<file path="src/rtl/clkswitch_req.sv">
// clkswitch_req: sequencer for a glitch-free HS/LS CPU clock switch.
// Drives hsclk_sel to the switch and waits for the synchronised acknowledges.
// It also holds a pending divider code, applied only while running on LS.
module clkswitch_req #(
  parameter int unsigned SYNC_STAGES = 2,
  parameter int unsigned DWELL       = 4,
  parameter int unsigned TIMEOUT     = 255
) (
  input  logic       hsclk_in,
  input  logic       rst_b,
  input  logic       ls_req,
  input  logic       div_wr,
  input  logic [1:0] div_wdata,
  input  logic       hsclk_selected,
  input  logic       lsclk_selected,
  output logic       hsclk_sel,
  output logic [1:0] cpuclk_div_sel,
  output logic       switching,
  output logic       timeout_err,
  output logic [7:0] switch_cnt
);

  localparam logic [1:0] HS_RUN = 2'd0;
  localparam logic [1:0] TO_LS  = 2'd1;
  localparam logic [1:0] LS_RUN = 2'd2;
  localparam logic [1:0] TO_HS  = 2'd3;

  localparam logic [7:0] DWELL_C   = 8'(DWELL);
  localparam logic [7:0] TIMEOUT_C = 8'(TIMEOUT);

  logic [SYNC_STAGES-1:0] hs_sync;
  logic [SYNC_STAGES-1:0] ls_sync;
  logic                   hs_s;
  logic                   ls_s;

  logic [1:0] state, state_nxt;
  logic [7:0] dwell_cnt, dwell_nxt;
  logic [7:0] wait_cnt, wait_nxt;
  logic [7:0] cnt_nxt;
  logic       err_nxt;
  logic       sel_nxt;
  logic       sw_nxt;
  logic [1:0] div_pend;

  // Acknowledge synchronisers; the last stage is the only one used by the FSM.
  always_ff @(posedge hsclk_in or negedge rst_b) begin
    if (!rst_b) begin
      hs_sync <= '0;
      ls_sync <= '0;
    end else begin
      hs_sync <= {hs_sync[SYNC_STAGES-2:0], hsclk_selected};
      ls_sync <= {ls_sync[SYNC_STAGES-2:0], lsclk_selected};
    end
  end

  assign hs_s = hs_sync[SYNC_STAGES-1];
  assign ls_s = ls_sync[SYNC_STAGES-1];

  // Next-state, counter and error-flag decisions for the switch sequencer.
  always_comb begin
    state_nxt = state;
    dwell_nxt = dwell_cnt;
    wait_nxt  = wait_cnt;
    cnt_nxt   = switch_cnt;
    err_nxt   = timeout_err;
    case (state)
      HS_RUN: begin
        if (ls_req) begin
          state_nxt = TO_LS;
          wait_nxt  = '0;
        end
      end
      TO_LS: begin
        if (ls_s && !hs_s) begin
          state_nxt = LS_RUN;
          dwell_nxt = '0;
          if (switch_cnt != 8'hFF) cnt_nxt = switch_cnt + 8'd1;
        end else if (wait_cnt == TIMEOUT_C) begin
          // Already requesting LS: flag it and keep waiting with the count frozen.
          err_nxt = 1'b1;
        end else begin
          wait_nxt = wait_cnt + 8'd1;
        end
      end
      LS_RUN: begin
        if (!ls_req && (dwell_cnt == DWELL_C)) begin
          state_nxt = TO_HS;
          wait_nxt  = '0;
        end else if (dwell_cnt != DWELL_C) begin
          dwell_nxt = dwell_cnt + 8'd1;
        end
      end
      TO_HS: begin
        if (hs_s && !ls_s) begin
          state_nxt = HS_RUN;
        end else if (wait_cnt == TIMEOUT_C) begin
          // HS never acknowledged: fall back towards low speed.
          err_nxt   = 1'b1;
          state_nxt = TO_LS;
          wait_nxt  = '0;
        end else begin
          wait_nxt = wait_cnt + 8'd1;
        end
      end
      default: begin
        state_nxt = LS_RUN;
        dwell_nxt = '0;
      end
    endcase
    sel_nxt = (state_nxt == TO_HS) || (state_nxt == HS_RUN);
    sw_nxt  = (state_nxt == TO_HS) || (state_nxt == TO_LS);
  end

  // State and registered outputs, updated together so hsclk_sel cannot glitch.
  always_ff @(posedge hsclk_in or negedge rst_b) begin
    if (!rst_b) begin
      state       <= LS_RUN;
      dwell_cnt   <= '0;
      wait_cnt    <= '0;
      switch_cnt  <= '0;
      timeout_err <= 1'b0;
      hsclk_sel   <= 1'b0;
      switching   <= 1'b0;
    end else begin
      state       <= state_nxt;
      dwell_cnt   <= dwell_nxt;
      wait_cnt    <= wait_nxt;
      switch_cnt  <= cnt_nxt;
      timeout_err <= err_nxt;
      hsclk_sel   <= sel_nxt;
      switching   <= sw_nxt;
    end
  end

  // Divider: writes land in the pending register and reach the switch only
  // on cycles that start in LS_RUN, so a write on the exit cycle waits.
  always_ff @(posedge hsclk_in or negedge rst_b) begin
    if (!rst_b) begin
      div_pend       <= '0;
      cpuclk_div_sel <= '0;
    end else begin
      if (div_wr) div_pend <= div_wdata;
      if (state == LS_RUN) cpuclk_div_sel <= div_pend;
    end
  end

endmodule

</file>
<file path="config.mk">
export PLATFORM = sky130hd
export DESIGN_NAME = clkswitch_req
export DESIGN_NICKNAME = d
export VERILOG_FILES = /design/src/rtl/clkswitch_req.sv
export SDC_FILE = /design/constraint.sdc
export NUM_CORES = 1
export LEC_CHECK = 0
export BUFFER_PORTS_ARGS = -buffer_cell sky130_fd_sc_hd__buf_2
export CORE_MARGIN = 2
export CORE_UTILIZATION = 25
export CTS_CLUSTER_SIZE = 12
export DETAILED_ROUTE_END_ITERATION = 16
export PLACE_DENSITY = 0.42
export SYNTH_ARGS = -nofsm -noshare
export SYNTH_HDL_FRONTEND = slang
export SYNTH_SLANG_ARGS = --single-unit
</file>
<file path="constraint.sdc">
create_clock -name hsclk_in -period 2 [get_ports hsclk_in]
set_clock_uncertainty 0.1 [all_clocks]
set_input_delay 0.2 -clock hsclk_in [delete_from_list [all_inputs] [get_ports hsclk_in]]
set_output_delay 0.2 -clock hsclk_in [all_outputs]
set_load 0.01 [all_outputs]
</file>
==> results of run 1 <==
## what timing repair did
action,CTS,global route
endpoints found under the hold margin,20,0
resized for setup,0,1
endpoints found under the setup margin,0,2
setup buffers,0,2
hold buffers,3,0
## sequential cells by signal (all words and copies together) (netlist names)
name            cells
dwell_cnt           8
wait_cnt            8
ls_sync             2
timeout_err         1
hsclk_sel           1
switching           1
div_pend            2
cpuclk_div_sel      2
state               2
hs_sync             2
switch_cnt          8
## synth_stat cells (2+ instances only)
cell type,number,area (sq um)
a21oi_1,5,25.0
a32oi_1,2,17.5
a41oi_1,2,17.5
and3_1,3,18.8
and4_1,2,17.5
buf_2,3,15.0
dfrtp_1,36,901
ha_1,6,75.1
inv_1,9,33.8
mux2_2,5,56.3
mux2i_1,2,20.0
nand2_1,12,45.0
nand3_1,13,65.1
nand3b_1,2,15.0
nand4_1,6,37.5
nor2_1,8,30.0
nor2b_1,3,18.8
nor3_1,3,15.0
o211ai_1,6,45.0
o21ai_0,4,20.0
o22a_2,2,20.0
or3_1,2,12.5
xor2_1,10,87.6
## cell type report
cell class,instances,area (sq um),area share
multi-input cells,122,910,0.385
flip-flops and latches,37,927,0.392
clock inverters,3,22.5,0.00953
inverters,9,33.8,0.0143
clock buffers,5,68.8,0.0291
well taps,99,124,0.0524
repair buffers,41,278,0.118
## worst max-delay path: cells and delay by family, from the launching register on
family                     cells  cell delay (ps)
and+or+nand+nor                3              570
DFF                            1              390
adders and majority gates      2              370
AOI/OAI and AO/OA              2              340
## worst max-delay path by stage
stage / start / end / slack, ps / cells past startpoint
floorplan: wait_cnt[0] / switching / 8 / 7
global placement: wait_cnt[1] / switching / 110 / 7
detailed placement: wait_cnt[1] / switching / 130 / 7
CTS: state[1] / wait_cnt[5] / 110 / 5
global route: wait_cnt[1] / switching / 4 / 7
finish: wait_cnt[1] / switching / 130 / 7
## layout by cell type (no fill, tap or decap), types with 5 or more instances in the layout
master / synthesis / final
dfrtp_1: 36 / 36
buf_2: 3 / 20
buf_4: 0 / 17
nand3_1: 13 / 13
nand2_1: 12 / 12
xor2_1: 10 / 10
inv_1: 9 / 9
nor2_1: 8 / 8
nand4_1: 6 / 6
o211ai_1: 6 / 6
ha_1: 6 / 6
a21oi_1: 5 / 5
mux2_2: 5 / 5
clkbuf_8: 0 / 5
## kinds of logic (layout without fill, tap and decap cells)
family | after synthesis | after routing | synth area share
and+or+nand+nor | 64 | 64 | 0.206
DFF | 37 | 37 | 0.488
AOI/OAI and AO/OA | 34 | 34 | 0.142
buffers and inverters | 14 | 58 | 0.0336
xor gates and xnor gates | 11 | 11 | 0.0507
muxes | 7 | 7 | 0.0402
adders and majority gates | 6 | 6 | 0.0395
## power by group through the flow
stage	clock [mW]	combinational (mW)	sequential [mW]
after floorplan	0	0.686	1.14
after global placement	0	1.07	1.15
after global routing	0.592	1.25	1.15
after CTS	0.569	1.09	1.14
final	0.541	1.12	1.12
after detailed placement	0	1.07	1.15
## routing by layer
layer  GRT usage  up-vias  share of wire
met1       0.148      712           0.50
met4      0.0455        0          0.015
li1            -      728              -
met2       0.153       28           0.45
met5           0        -              0
met3      0.0191        5          0.036
==> flow_metrics.py, run 1 <==
metrics = {
    "detailed_routing": {
        "vias": 1473,
        "wire_per_inst_microns": 12.9,
        "viasPerCell": 4.66,
        "ant_nets": 0,
        "drtPass1Iterations": 4,
        "drc_errors": 0,
        "drt_wl_total_mm": 4.07,
        "drt-initial-drc-count": 69,
    },
    "clock_tree": {
        "cts_num_sinks": 37,
        "cts_tree": "yes",
        "numCtsBuffers": 5,
        "clock_path_buffers": 2,
        "cts_root_buf": "clkbuf_8",
        "path_clk_slew_ps": 80,
        "clock_latency_ps": 290,
        "ctsHtreeMaxLevel": 2,
    },
    "power": {
        "internal-power_mw": 1.71,
        "max-vdd-ir-drop_mv": 0.595,
        "total_leakage_power_nw": 1.08,
        "p_clk_frac": 0.195,
        "combPwrFrac": 0.402,
        "p_sw_frac": 0.382,
        "p_total_mw": 2.77,
        "seq_power_share": 0.402,
        "pwr_density_cell_nw_per_um2": 1170,
        "switchingPower_mw": 1.06,
    },
    "setup_path": {
        "critPathArrivalTime_ps": 1950,
        "worstSetupStartpointType": "register",
        "r2r_slack_ps": 130,
        "cpPeakStageDelay_ps": 390,
        "r2r_start": "wait_cnt[1]",
        "crit_path_end_kind": "register",
        "path_cells": "ha_1 -> nand4_1 -> nor2_1 -> o21ai_0 -> a21o_1 -> ha_1 -> or2_2",
        "rr_worst_depth": 7,
        "slowest_stage": "dfrtp_1",
        "required_ps": 2090,
        "crit_top_cell": "ha_1",
        "rr_endpoint": "switching",
        "worstSetupPathType": "register to register",
        "crit_fanout": 4,
    },
    "synth": {
        "syn_inst": 173,
        "ys.flop_type": "dfrtp_1",
        "ys_ff_latch": 37,
        "ys_seq_area_frac": 0.488,
        "async_flop_share": 1.00,
        "yosys_warnings": 0,
        "synth_edf_count": 0,
        "avgSynthCellArea_sq_um": 11.0,
        "synth_fp_nets": 187,
        "syn_area_sq_um": 1900,
        "yosysUniqueCellTypes": 50,
    },
    "timing": {
        "setup_slack_ps": 132,
        "drv_slew": 0,
        "post-route-period-util": 0.934,
        "finalCriticalPeriod_ps": 1870,
        "timing.fmax_mhz": 535,
        "worstMarginPinSlew_ps": 468,
        "finalHoldViolations": 0,
        "timing.hold.ws_ps": 36.5,
        "relSlewSlack": 0.688,
        "finalSetupViolCount": 0,
        "fin_setup_tns_ps": 0,
        "rsz0062_at_grt": "no",
    },
    "placed_design": {
        "hpwl_mm": 2.93,
        "dp_cells": 303,
        "gp_congestion": 0.764,
        "placed_area_sq_um": 2230,
        "post-place-ws_ps": 134,
        "numPortBuffers": 20,
    },
    "layout": {
        "fin_util": 0.324,
        "fin_cells": 316,
        "final_nets": 230,
        "area_growth_pct": 24.4,
        "antenna_cells": 0,
        "layout-drive-gt1-share": 0.286,
        "fillers": 794,
        "final_area_sq_um": 2360,
    },
    "floorplan": {
        "die_w_microns": 91.2,
        "ios": 21,
        "die_area_sq_um": 8320,
        "start_util": 0.261,
        "die-height_microns": 91.2,
        "core_area_sq_um": 7290,
        "rows": 31,
    },
    "grt": {
        "antenna_found_initial": 0,
        "grt_pass1_wl_mm": 6.97,
        "first_global_vias": 1441,
        "grt_max_degree": 20,
        "gr-total-overflow": 0,
        "grtUsageTotal": 0.104,
    },
    "hold_path": {
        "hold_depth": 2,
        "hold_path_class": "input port to register",
        "whs_endpoint": "div_pend[1]",
        "min-delay-start": "div_wdata[1]",
    },
    "job": {
        "drv_cap": 0,
    },
    "run_status": {
        "status": "complete, no violations",
    },
}
Power figures use the tool's default switching activity.
==> run 2: changes to the inputs <==
SETUP_SLACK_MARGIN = 0.2   (was unset)
==> run 2 against run 1 <==
  * Flip-flop and latch count unchanged
  * Final area increased by 6.1%
  * Non-clock buffer count increased by 8
  * Largest cell class is now multi-input combinational cells
  * Sequential power about the same
  * Highest routed layer unchanged
  * Global-route usage increased by 0.32 points
  * Critical endpoint unchanged
  * Total power increased by 6.3%
  * Setup slack improved by 24 ps
  * Via count increased by 5.0%
  * Die area unchanged
  * Utilization increased by 2.0 points
  * Wire length increased by 4.4%
  * Critical path depth unchanged
==> flow_metrics.py, run 2 (synthesis results as in run 1) <==
metrics = {
    "setup_path": {
        "critPathArrivalTime_ps": 1920,
        "crit_family": "simple AND/OR/NAND/NOR gates",
        "slowest_stage": "dfrtp_1",
        "worstSetupPathType": "register to register",
        "rr_endpoint": "switching",
        "r2r_start": "wait_cnt[0]",
        "crit_path_end_kind": "register",
        "required_ps": 2080,
        "cp.depth": 7,
        "r2r_slack_ps": 160,
        "worstSetupStartpointType": "register",
        "path_cells": "ha_4 -> nand4_1 -> nor2_2 -> o21ai_2 -> a21o_1 -> ha_2 -> or2_4",
        "cpPeakStageDelay_ps": 410,
        "crit_fanout": 4,
        "crit_buf_inv": 0,
        "rr_worst_depth": 7,
    },
    "timing": {
        "post-route-period-util": 0.922,
        "timing.fmax_mhz": 542,
        "finalCriticalPeriod_ps": 1840,
        "finalHoldViolations": 0,
        "relSlewSlack": 0.674,
        "fin_setup_tns_ps": 0,
        "worstMarginPinSlew_ps": 488,
        "rsz0062_at_grt": "yes",
        "finalSetupViolCount": 0,
        "drv_slew": 0,
    },
    "clock_tree": {
        "path_clk_slew_ps": 80,
        "cts_num_sinks": 37,
        "cts_tree": "yes",
        "clock_latency_ps": 290,
        "cts_root_buf": "clkbuf_8",
        "clock_path_buffers": 2,
        "numCtsBuffers": 5,
        "ctsHtreeMaxLevel": 2,
    },
    "detailed_routing": {
        "drc_errors": 0,
        "viasPerCell": 4.77,
        "drtPass1Iterations": 4,
        "vias": 1547,
        "ant_nets": 0,
        "drt-initial-drc-count": 80,
        "drt_wl_total_mm": 4.24,
        "wire_per_inst_microns": 13.1,
    },
    "layout": {
        "seq_area_sq_um": 927,
        "antenna_cells": 0,
        "fillers": 799,
        "layout-drive-gt1-share": 0.378,
        "area_growth_pct": 31.9,
        "layout_common_cells": "dfrtp_1, buf_4, buf_2",
        "multiInputGateArea_sq_um": 1010,
        "final_nets": 238,
        "top_regs": "dwell_cnt x8, switch_cnt x8, wait_cnt x8",
        "layout_commonest_cell": "dfrtp_1",
    },
    "power": {
        "switchingPower_mw": 1.11,
        "internal-power_mw": 1.84,
        "seq_power_share": 0.377,
        "p_clk_frac": 0.174,
        "max-vdd-ir-drop_mv": 0.515,
        "p_total_mw": 2.95,
        "total_leakage_power_nw": 1.14,
        "p_sw_frac": 0.375,
        "pwr_density_cell_nw_per_um2": 1180,
        "combPwrFrac": 0.449,
    },
    "placed_design": {
        "numPortBuffers": 20,
        "gp_congestion": 0.774,
        "hpwl_mm": 2.79,
    },
    "grt": {
        "grt_max_degree": 38,
        "antenna_found_initial": 0,
        "gr-total-overflow": 0,
        "first_global_vias": 1464,
        "grt_pass1_wl_mm": 7.11,
        "grtUsageTotal": 0.107,
    },
    "floorplan": {
        "start_util": 0.261,
        "die-height_microns": 91.2,
        "die_w_microns": 91.2,
        "ios": 21,
        "die_area_sq_um": 8320,
        "rows": 31,
        "core_area_sq_um": 7290,
    },
    "hold_path": {
        "whs_endpoint": "div_pend[0]",
        "hold_path_class": "input port to register",
        "hold_depth": 2,
        "min-delay-start": "div_wdata[0]",
    },
    "job": {
        "drv_cap": 0,
    },
    "run_status": {
        "status": "complete, no violations",
    },
}
==> run 2: cell count changes in the layout (fill, tap and decap cells not counted), moves of 2 or more <==
cell,previous run,this run
buf_4,17,25
clkinv_2,0,2
clkinvlp_4,3,0
ha_1,6,3
ha_4,0,2
nor3_1,3,1
nor3_2,0,2
==> run 2: area by class of cell <==
type,count,area share
inverter,9,0.0145
clock buffer,6,0.0289
tap,99,0.0494
multi-input combinational,122,0.405
sequential,37,0.370
timing repair buffer,49,0.129
clock inverter,2,0.00399
==> run 2: worst max path at each step <==
| stage | from | end | slack [ps] |
|---|---|---|---|
| floorplan | state[1] | switching | 180 |
| CTS | wait_cnt[1] | switching | 170 |
| global placement | wait_cnt[0] | switching | 40 |
| finish | wait_cnt[0] | switching | 160 |
| detailed placement | wait_cnt[0] | switching | 60 |
| global route | wait_cnt[0] | switching | 110 |
==> run 2: layer usage <==
metal  share of wire  GRT usage  wire length, microns
met5               0          0                     0
met4           0.018     0.0492                    78
met3           0.047     0.0257                   200
met2            0.46      0.158                  1940
met1            0.48      0.147                  2030
==> run 2: repair_timing <==
| item | CTS | global route |
|---|---|---|
| pin swaps | 1 | 7 |
| setup endpoints to repair | 9 | 10 |
| hold endpoints to repair | 38 | 0 |
| hold buffers | 3 | 0 |
| buffers inserted | 5 | 8 |
| resized for setup | 2 | 15 |
==> run 2: metrics by stage <==
stage,instance area (sq um),instances,utilization,setup slack (ps),hold slack [ps]
3_5_place_dp,2230,300,0.305,63.4,191
6_report,2510,324,0.344,156,39.1
3_3_place_gp,2230,300,0.305,44.2,195
4_1_cts,2380,316,0.327,166,27.2
2_1_floorplan,1940,173,-,176,-196
5_1_grt,2510,324,0.344,105,26.1
==> run 2: worst register-to-register path, stage by stage, from the launching register on <==
cell	delay, ps
dfrtp_1	410
ha_4	170
nand4_1	210
nor2_2	210
o21ai_2	80
a21o_1	180
ha_2	170
or2_4	210
==> run 2: power groups by stage <==
stage	registers, mW	logic, mW	clock network (mW)
CTS	1.12	1.17	0.538
detailed placement	1.16	1.07	0
global route	1.15	1.47	0.569
finish	1.11	1.32	0.512
floorplan	1.15	0.737	0
global placement	1.16	1.08	0
